## src/rtl/exc_commit_ctrl.sv

```systemverilog
// Commit-point controller: picks the highest-priority exception/interrupt/ERTN in WB, pulses the CSR file,
// holds the pipe flushed for at least FLUSH_MIN cycles, then hands fetch a valid/ready redirect.
module exc_commit_ctrl #(
   parameter int unsigned FLUSH_MIN = 2
) (
   input  logic        clk,
   input  logic        resetn,
   input  logic        wb_valid,
   input  logic [31:0] wb_pc,
   input  logic [4:0]  wb_exc,
   input  logic        wb_ertn,
   input  logic [31:0] wb_vaddr,
   input  logic        has_int,
   input  logic [31:0] csr_eentry_pc,
   input  logic [31:0] csr_eertn_pc,
   output logic        wb_ready,
   output logic        wb_commit,
   output logic [5:0]  csr_exc,
   output logic        csr_ertn_flush,
   output logic [31:0] csr_wb_pc,
   output logic [31:0] csr_badv,
   output logic        pipe_flush,
   output logic        redirect_valid,
   output logic [31:0] redirect_pc,
   input  logic        redirect_ready
);

   typedef enum logic [1:0] {
      IDLE     = 2'd0,
      SIGNAL   = 2'd1,
      FLUSH    = 2'd2,
      REDIRECT = 2'd3
   } state_t;

   localparam logic [3:0] FMIN = 4'(FLUSH_MIN);

   state_t      state_q, state_d;
   logic [3:0]  cnt_q, cnt_d;
   logic [5:0]  cause_q, cause_d;
   logic [31:0] pc_q, pc_d;
   logic [31:0] badv_q, badv_d;
   logic        ertn_q, ertn_d;

   logic        ev;
   logic        any_exc;
   logic [5:0]  cause_sel;
   logic        ertn_sel;
   logic [31:0] badv_sel;

   // wb_exc = {ADEF,ALE,BRK,INE,SYS}; cause is one-hot {INT,ADEF,ALE,BRK,INE,SYS}
   // with priority INT > ADEF > INE > SYS > BRK > ALE.
   always_comb begin
      any_exc      = |wb_exc;
      ev           = wb_valid & (has_int | any_exc | wb_ertn);
      cause_sel    = 6'b0;
      cause_sel[5] = has_int;
      cause_sel[4] = ~has_int & wb_exc[4];
      cause_sel[1] = ~has_int & ~wb_exc[4] & wb_exc[1];
      cause_sel[0] = ~has_int & ~wb_exc[4] & ~wb_exc[1] & wb_exc[0];
      cause_sel[2] = ~has_int & ~wb_exc[4] & ~wb_exc[1] & ~wb_exc[0] & wb_exc[2];
      cause_sel[3] = ~has_int & ~wb_exc[4] & ~wb_exc[1] & ~wb_exc[0] & ~wb_exc[2] & wb_exc[3];
      // An ERTN sharing WB with any exception or interrupt is dropped outright.
      ertn_sel     = wb_ertn & ~has_int & ~any_exc;
      badv_sel     = cause_sel[4] ? wb_pc : (cause_sel[3] ? wb_vaddr : 32'h0);
   end

   always_ff @(posedge clk) begin
      if (!resetn) begin
         state_q <= IDLE;
         cnt_q   <= 4'd0;
         cause_q <= 6'd0;
         pc_q    <= 32'd0;
         badv_q  <= 32'd0;
         ertn_q  <= 1'b0;
      end else begin
         state_q <= state_d;
         cnt_q   <= cnt_d;
         cause_q <= cause_d;
         pc_q    <= pc_d;
         badv_q  <= badv_d;
         ertn_q  <= ertn_d;
      end
   end

   always_comb begin
      state_d = state_q;
      cnt_d   = cnt_q;
      cause_d = cause_q;
      pc_d    = pc_q;
      badv_d  = badv_q;
      ertn_d  = ertn_q;
      case (state_q)
         IDLE: begin
            cnt_d = 4'd0;
            if (ev) begin
               state_d = SIGNAL;
               cause_d = cause_sel;
               pc_d    = wb_pc;
               badv_d  = badv_sel;
               ertn_d  = ertn_sel;
            end
         end
         SIGNAL: begin
            cnt_d   = 4'd1;
            state_d = FLUSH;
         end
         FLUSH: begin
            cnt_d = cnt_q + 4'd1;
            if (cnt_q >= FMIN) state_d = REDIRECT;
         end
         REDIRECT: begin
            cnt_d = 4'd0;
            if (redirect_ready) state_d = IDLE;
         end
         default: state_d = IDLE;
      endcase
   end

   assign csr_wb_pc = pc_q;
   assign csr_badv  = badv_q;

   always_comb begin
      wb_ready       = 1'b0;
      wb_commit      = 1'b0;
      csr_exc        = 6'b0;
      csr_ertn_flush = 1'b0;
      pipe_flush     = 1'b0;
      redirect_valid = 1'b0;
      redirect_pc    = 32'h0;
      case (state_q)
         IDLE: begin
            wb_ready  = 1'b1;
            wb_commit = resetn & wb_valid & ~ev;
         end
         SIGNAL: begin
            csr_exc        = cause_q;
            csr_ertn_flush = ertn_q;
            pipe_flush     = 1'b1;
         end
         FLUSH: begin
            pipe_flush = 1'b1;
         end
         REDIRECT: begin
            pipe_flush     = 1'b1;
            redirect_valid = 1'b1;
            // CSR file updated during SIGNAL, so its outputs are already current here.
            redirect_pc    = ertn_q ? csr_eertn_pc : csr_eentry_pc;
         end
         default: ;
      endcase
   end

endmodule

```

## config.mk

```make
export PLATFORM = sky130hd
export DESIGN_NAME = exc_commit_ctrl
export DESIGN_NICKNAME = d
export VERILOG_FILES = /design/src/rtl/exc_commit_ctrl.sv
export SDC_FILE = /design/constraint.sdc
export NUM_CORES = 1
export LEC_CHECK = 0
export BUFFER_PORTS_ARGS = -buffer_cell sky130_fd_sc_hd__buf_2
export CAP_MARGIN = 20
export CORE_ASPECT_RATIO = 0.5
export CORE_MARGIN = 10
export CORE_UTILIZATION = 38
export DETAILED_ROUTE_END_ITERATION = 6
export HOLD_SLACK_MARGIN = 0.08
export PLACE_DENSITY = 0.76
export SLEW_MARGIN = 20
export SYNTH_ARGS = -nofsm -noshare
export SYNTH_HDL_FRONTEND = slang
export SYNTH_SLANG_ARGS = --single-unit
```

## constraint.sdc

```tcl
create_clock -name clk -period 1.82 [get_ports clk]
set_clock_uncertainty 0.2 [all_clocks]
set_input_delay 0.091 -clock clk [delete_from_list [all_inputs] [get_ports clk]]
set_output_delay 0.091 -clock clk [all_outputs]
set_load 0.05 [all_outputs]
```

# After elaboration in Yosys (flattened, before gate mapping)
# Cells that the tools add are included.
[word_totals]
ff_bits = 77
in_bits = 139
output_inout_bits = 107
wordCells = 58
[classes]
n_addsub = 1
n_lt_le_gt_ge = 1
eq_ne = 6
n_mux = 15
bitwise_logic = 23
reduce_logical = 6
[ops]
columns = ["operator", "n"]
rows = [
  ["32-bit two-way mux", 4],
  ["1-bit AND", 14],
  ["4-bit one-hot mux with 3 select lines", 1],
  ["2-bit one-hot mux with 4 select lines", 1],
  ["1-bit inverter", 7],
  ["2-bit two-way mux", 3],
  ["6-bit two-way mux", 1],
  ["2-bit inequality test (second input constant)", 3],
  ["1-bit two-way mux", 5],
  ["5-bit OR reduction", 1],
  ["4-bit by 1-bit adder with 4-bit output (second input constant)", 1],
  ["2-bit equality test (second input constant)", 2],
  ["4-bit by 2-bit greater-or-equal comparator with 1-bit output (second input constant)", 1],
  ["3-bit AND reduction", 1],
  ["3-bit OR reduction", 1],
  ["2-bit by 1-bit equality test with 1-bit output (second input constant)", 1],
  ["2-bit logical NOT", 1],
  ["1-bit bitwise OR", 2],
  ["2-bit AND reduction", 1],
  ["2-bit OR reduction", 1],
]

# Longest topological paths before layout
# Gate-level depths: netlist (run 1).
[logic_depth]
ltp_word = 8
depth_mapped = 8
ltp_nobuf = 6

# Least setup slack after synthesis (run 1)
# OpenSTA, ideal clock, no wires.
[synth_timing]
path_kind = "register to output"
from = "register state_q[0]"
to = "output port wb_commit"
arrival_time_ps = 2302
t_required_ps = 1529
slack_ps = -773
stages_incl_launch_ff = 6
n_path_buf = 1
cell_sequence = "dfxtp_1 inv_1 ha_1 clkbuf_1 nand3_1 nor3_1"
[synth_via]
elab_chain_len = 2
[synth_lines]
columns = ["item", "line_no", "rtl"]
rows = [
  ["start: declaration", "37", "state_t state_q, state_d;"],
  ["start signal: assignment", "76", "state_q <= state_d;"],
  ["2-bit logical NOT", "130", "case (state_q)"],
  ["1-bit two-way mux", "130", ""],
  ["end: declaration", "17", "output logic wb_commit,"],
]
# No other way between the ends.

# Final worst setup path (run 1)
[layout_timing]
from = "register ertn_q"
to = "output port redirect_pc[21]"
[layout_via]
elab_chain_len = 2
[layout_lines]
columns = ["item", "line_no", "rtl"]
rows = [
  ["start: declaration", "42", "logic ertn_q, ertn_d;"],
  ["start signal: assignment", "81", "ertn_q <= ertn_d;"],
  ["32-bit two-way mux", "147", "redirect_pc = ertn_q ? csr_eertn_pc : csr_eentry_pc;"],
  ["32-bit two-way mux", "130", ""],
  ["end: declaration", "24", "output logic [31:0] redirect_pc,"],
]
# No other way between the ends.

==> impl_metrics.toml, run 1 <==
[detailed_routing]
drt_first_pass_iters = 4
routedWlPerCell_um = 18.70
drc_errors = 0
drtIter0Drc = 349
final_antenna_net_count = 0
wirelength_mm = 16.75
vias = 4590
via_per_inst = 5.123

[synth]
synth_top_cell_by_area = "dfxtp_1"
synth_ff_type = "dfxtp_1"
seq_area_frac_synth_pct = 41.25
synth-simple-area-share_pct = 20.59
syn-num-nets = 585
ys_types = 35
ys_warn_count = 0
synth_enable_flop_cells = 0
ys_ff_latch = 77
syn_area_per_cell_um2 = 8.513
synth_area_leaders = "dfxtp_1 41%, mux2i_1 8.8%, nand2_1 7.7%"
synth_xor_area_share_pct = 0.4687
synth_top_family_by_area = "compound AO/OA/AOI/OAI gates"
syn_inst = 439
synth_compound_area_share_pct = 21.53
muxShareOfSynthArea_pct = 8.838
syn_area_um2 = 3737
synth_top_area_share_pct = 41.25
synth_common_cells = "77 x dfxtp_1, 77 x nand2_1, 38 x a21boi_1"
async_reset_ff_share_pct = 0
synth-adder-area-share_pct = 2.343

[clock_network]
cts_buffer_depth = 2
cts_tree = "done"
cts-root-buf = "clkbuf_16"
cts.clk_slew.worst_paths_ns = 0.05
cts_sinks = 77
clk_latency_ns = 0.33
htree_num_levels = 3
numCtsBuffers = 9

[worst_setup_path]
end_kind = "primary output"
path_class = "reg -> out"
reg2reg_slack_ns = 0.15
worstPathMaxFanout = 31
r2r_start = "state_q[1]$_SDFFE_PN0P_"
crit_path_start_kind = "flip-flop"
cp.required_ns = 1.53
critPathArrivalTime_ns = 1.49
ff2ff_path_depth = 6
r2r_end = "csr_badv[10]$_SDFFE_PN0P_"

[power_and_ir_drop]
power_density_nw_per_um2 = 1252
cellLeakagePower_nw = 3.031
vdd_drop_max_uv = 851.8

[place]
dp_cells = 802
dp.final_hpwl_mm = 11.30
port_buffers = 245
place.gp.congestion = 0.8435
pre_cts_ws_ns = -0.1848

[floorplan]
rows = 25
die_y_um = 90.13
start_util_pct = 39.30
die_area_um2 = 14440
boundaryPins = 246
die_w_um = 160.3
core_area_um2 = 9509

[timing]
hold_violations = 0
post-route-period-util_pct = 97.79
setup_slack_ns = 0.04023
drv_slew = 0
grt_setup_unrepaired = "yes"
worstMarginPinSlew_ns = 0.3241
relSlewSlack_pct = 78.20
period_needed_ns = 1.780
finalSetupViolCount = 0
fmax_mhz = 561.9

[min_path]
hold_path.class = "in -> reg"
worstHoldPathCells = 5
min_to = "cause_q[3]$_SDFFE_PN0P_"
hold_path.startpoint = "wb_exc[3]"

[global_routing]
antenna_found_initial = 5
overflow = 0
track_usage_pct = 21.68
grt_max_degree = 36
grt_pass1_wl_mm = 25.65
grt_pass1_vias = 4691

[cells_and_area]
n_fill_cell = 712
multi_input_area_um2 = 2211
layout.nets = 899
finalNonFillerCells = 896
ff_latch_area_um2 = 1545
area_delta_synth_final_pct = 76.73
drive_above_1_share_pct = 43.78

[status]
status = "completed"

[flow_run]
drv_cap = 0
==> registers in the layout (all words and copies together) (netlist names) <==
| register | count |
|---|---|
| cause_q | 6 |
| cnt_q | 4 |
| csr_badv | 32 |
| csr_wb_pc | 32 |
| ertn_q | 1 |
| state_q | 2 |
==> through the flow <==
stage                     utilization, %  hold WS (ns)  setup TNS (ns)  instance area (µm²)  total power [mW]
final                              69.46        0.1848               0                 6605             8.272
after detailed placement           56.91        0.1465          -9.357                 5411             6.440
after global routing               69.46        0.2056        -0.06970                 6605             8.675
after global placement             56.91        0.1426          -7.003                 5411             6.359
after floorplan                        -       0.02582         -0.3123                 3885             5.280
after CTS                          67.92        0.1610               0                 6459             8.140
==> timing repair <==
action | 4_1_cts | 5_1_grt
pin swaps | 0 | 1
gates cloned | 0 | 0
gates resized for setup | 19 | 54
hold buffers | 75 | 0
endpoints found under the setup margin | 17 | 49
setup buffers | 0 | 0
hold endpoints to repair | 72 | 0
==> cell type report <==
class                   count  share of cell area (%)
diodes                      5                  0.1894
clock inverters             3                  0.2273
well taps                 135                   2.557
multi-input cells         319                   33.47
repair buffers            341                   36.35
flip-flops and latches     77                   23.39
clock buffers              11                   3.523
inverters                   5                  0.2841
==> worst max-delay path, stage by stage, from the launching register on <==
cell	delay, ns
dfxtp_2	0.35
buf_12	0.23
mux2i_1	0.33
nor2b_4	0.08
buf_12	0.15
==> power breakdown <==
part,internal (mW),leakage [nW],switching (mW)
Combinational,1.42,2.27,3.01
Clock,0.900,0.125,0.650
Sequential,2.08,0.633,0.213
==> routing by layer <==
layer / GRT usage [%] / wire [µm] / part of all wire, %
met1: 21.37 / 6063 / 36
met3: 5.369 / 910 / 5.4
met4: 14.36 / 933 / 5.6
met5: 0 / 0 / 0
met2: 39.92 / 8844 / 53
==> cells in the final DEF (no fill, tap or decap), types with 7 or more instances in the layout <==
cell type,n
buf_6,13
nor2b_4,8
dfxtp_1,74
buf_12,10
a221oi_1,30
buf_4,30
nand2_1,77
dlygate4sd3_1,75
buf_2,208
nor2_1,34
a21boi_1,38
clkbuf_16,9
o21ai_0,31
and2_1,7
nor2b_2,24
mux2i_1,28
==> cell families after synthesis <==
group / after synthesis
buf+inv: 43
mux: 33
compound gates: 111
simple gates: 166
flops: 77
fa+ha+maj: 7
xor+xnor: 2
==> worst max path at each step <==
stage / startpoint / endpoint / slack [ns] / depth (start not counted)
floorplan: state_q[0]$_SDFFE_PN0P_ / redirect_pc[19] / -0.03 / 3
CTS: state_q[0]$_SDFFE_PN0P_ / redirect_pc[4] / 0.002 / 4
finish: ertn_q$_SDFFE_PN0P_ / redirect_pc[21] / 0.04 / 4
global placement: has_int / csr_wb_pc[4]$_SDFFE_PN0P_ / -0.13 / 7
global route: ertn_q$_SDFFE_PN0P_ / redirect_pc[17] / -0.02 / 4
detailed placement: has_int / csr_wb_pc[31]$_SDFFE_PN0P_ / -0.18 / 7
Note: power is estimated with default switching activity, not from simulation.
==> run 2: changes to the inputs <==
REMOVE_ABC_BUFFERS = 1   (was unset)
==> impl_metrics.toml, run 2 (synthesized netlist as in run 1, its figures left out) <==
[status]
status = "finished, violations left"
failed_checks = "negative setup slack"

[timing]
fmax_mhz = 548.4
setup-tns-final_ns = -0.003642
relSlewSlack_pct = 73.98
setup_slack_ns = -0.003642
period_needed_ns = 1.824
worstMarginPinSlew_ns = 0.3868
hold_violations = 0
finalSetupViolCount = 1
post-route-period-util_pct = 100.2
grt_setup_unrepaired = "yes"
drv_slew = 0

[worst_setup_path]
critPathMaxStageDelay_ns = 0.52
r2r_start = "state_q[0]$_SDFFE_PN0P_"
cp_top_family = "simple AND/OR/NAND/NOR gates"
path_class = "in -> reg"
crit_path_start_kind = "input port"
cp_slowest_cell = "or4_1"
critPathBufInv = 3
worstPathMaxFanout = 36
end_kind = "flip-flop"
cp.required_ns = 1.86
critPathArrivalTime_ns = 1.86
crit_chain = "buf_2, or4_1, buf_4, o211ai_4, buf_12, nand2_1, a21boi_1"
worstSetupStartpoint = "has_int"

[place]
dp.final_hpwl_mm = 10.96
port_buffers = 245
place.gp.congestion = 0.8388
dp_cells = 807

[clock_network]
htree_num_levels = 3
numCtsBuffers = 9
cts.clk_slew.worst_paths_ns = 0.06
cts_buffer_depth = 2
cts_tree = "done"
cts-root-buf = "clkbuf_16"
clk_latency_ns = 0.33
postCtsSetupRepairBufs = 0
cts_sinks = 77

[detailed_routing]
drtIter0Drc = 387
drt_first_pass_iters = 6
final_antenna_net_count = 0
vias = 4777
via_per_inst = 5.320
wirelength_mm = 17.48
routedWlPerCell_um = 19.47
drc_errors = 0

[cells_and_area]
num_antenna_cells = 0
finalNonFillerCells = 898
drive_above_1_share_pct = 42.46
layout_common_cells = "210 x buf_2, 77 x nand2_1, 76 x dfxtp_1"
area_delta_synth_final_pct = 77.54
layout.nets = 904
final_common_cell = "buf_2"
n_fill_cell = 678
post-route-util_pct = 69.78

[global_routing]
track_usage_pct = 21.54
grt_pass1_vias = 4717
antenna_found_initial = 0
overflow = 0
grt_pass1_wl_mm = 25.73
grt_max_degree = 45

[floorplan]
die_area_um2 = 14440
die_y_um = 90.13
die_w_um = 160.3
rows = 25
boundaryPins = 246
start_util_pct = 39.30
core_area_um2 = 9509

[power_and_ir_drop]
power_density_nw_per_um2 = 1316
vdd_drop_max_uv = 648.5
cellLeakagePower_nw = 3.060
finalPower_mw = 8.730

[min_path]
hold_path.class = "in -> reg"
hold_path.startpoint = "has_int"

[flow_run]
drv_cap = 0
[run 2: metrics by stage]
| step | hold WS, ns | setup slack, ns | instance area [µm²] |
|---|---|---|---|
| floorplan | 0.02582 | -1.036 | 3570 |
| global placement | 0.1444 | -0.1344 | 5235 |
| detailed placement | 0.1483 | -0.1698 | 5235 |
| CTS | 0.1079 | -0.01465 | 6484 |
| global route | 0.1703 | -0.03473 | 6635 |
| finish | 0.1487 | -0.003642 | 6635 |
[run 2: worst paths after layout]
path	slack, ns	endpoint	depth (start not counted)
max	-0.004	cause_q[1]$_SDFFE_PN0P_	7
min	0.15	cause_q[2]$_SDFFE_PN0P_	5
max reg2reg	0.05	cause_q[1]$_SDFFE_PN0P_	6
min reg2reg	0.25	csr_wb_pc[21]$_SDFFE_PN0P_	2
[run 2: worst register-to-register path: stages, from the launching register on]
cell      delay (ns)
dfxtp_1         0.31
inv_1           0.11
ha_4            0.20
o211a_2         0.27
buf_12          0.22
nand3_1         0.12
a21boi_1        0.24
[run 2: power by group]
group          switching (mW)  leakage, nW  internal, mW
registers               0.218        0.633          2.08
clock network           0.706        0.145          1.20
logic                    3.07         2.28          1.46
total                    4.00         3.06          4.73
[run 2: area by class of cell]
type	count	area, µm²	area share (%)
timing repair buffer	346	2441	36.79
multi-input combinational	319	2145	32.32
sequential	77	1545	23.29
clock buffer	10	229.0	3.451
tap	135	168.9	2.546
clock inverter	6	87.58	1.320
inverter	5	18.77	0.2829
[run 2: repair_timing]
item | 4_1_cts | 5_1_grt
hold endpoints to repair | 72 | 0
setup endpoints to repair | 40 | 46
resized for setup | 61 | 41
hold buffers | 75 | 0
[run 2: layer usage]
metal | GRT usage [%] | vias to the layer above | share of wire [%] | routed length, µm
met5 | 0 | - | 0 | 0
met4 | 10.26 | 0 | 4.8 | 843
met3 | 5.687 | 62 | 7.4 | 1287
met2 | 40.75 | 305 | 52 | 9028
met1 | 21.60 | 2235 | 36 | 6323
li1 | - | 2175 | - | -
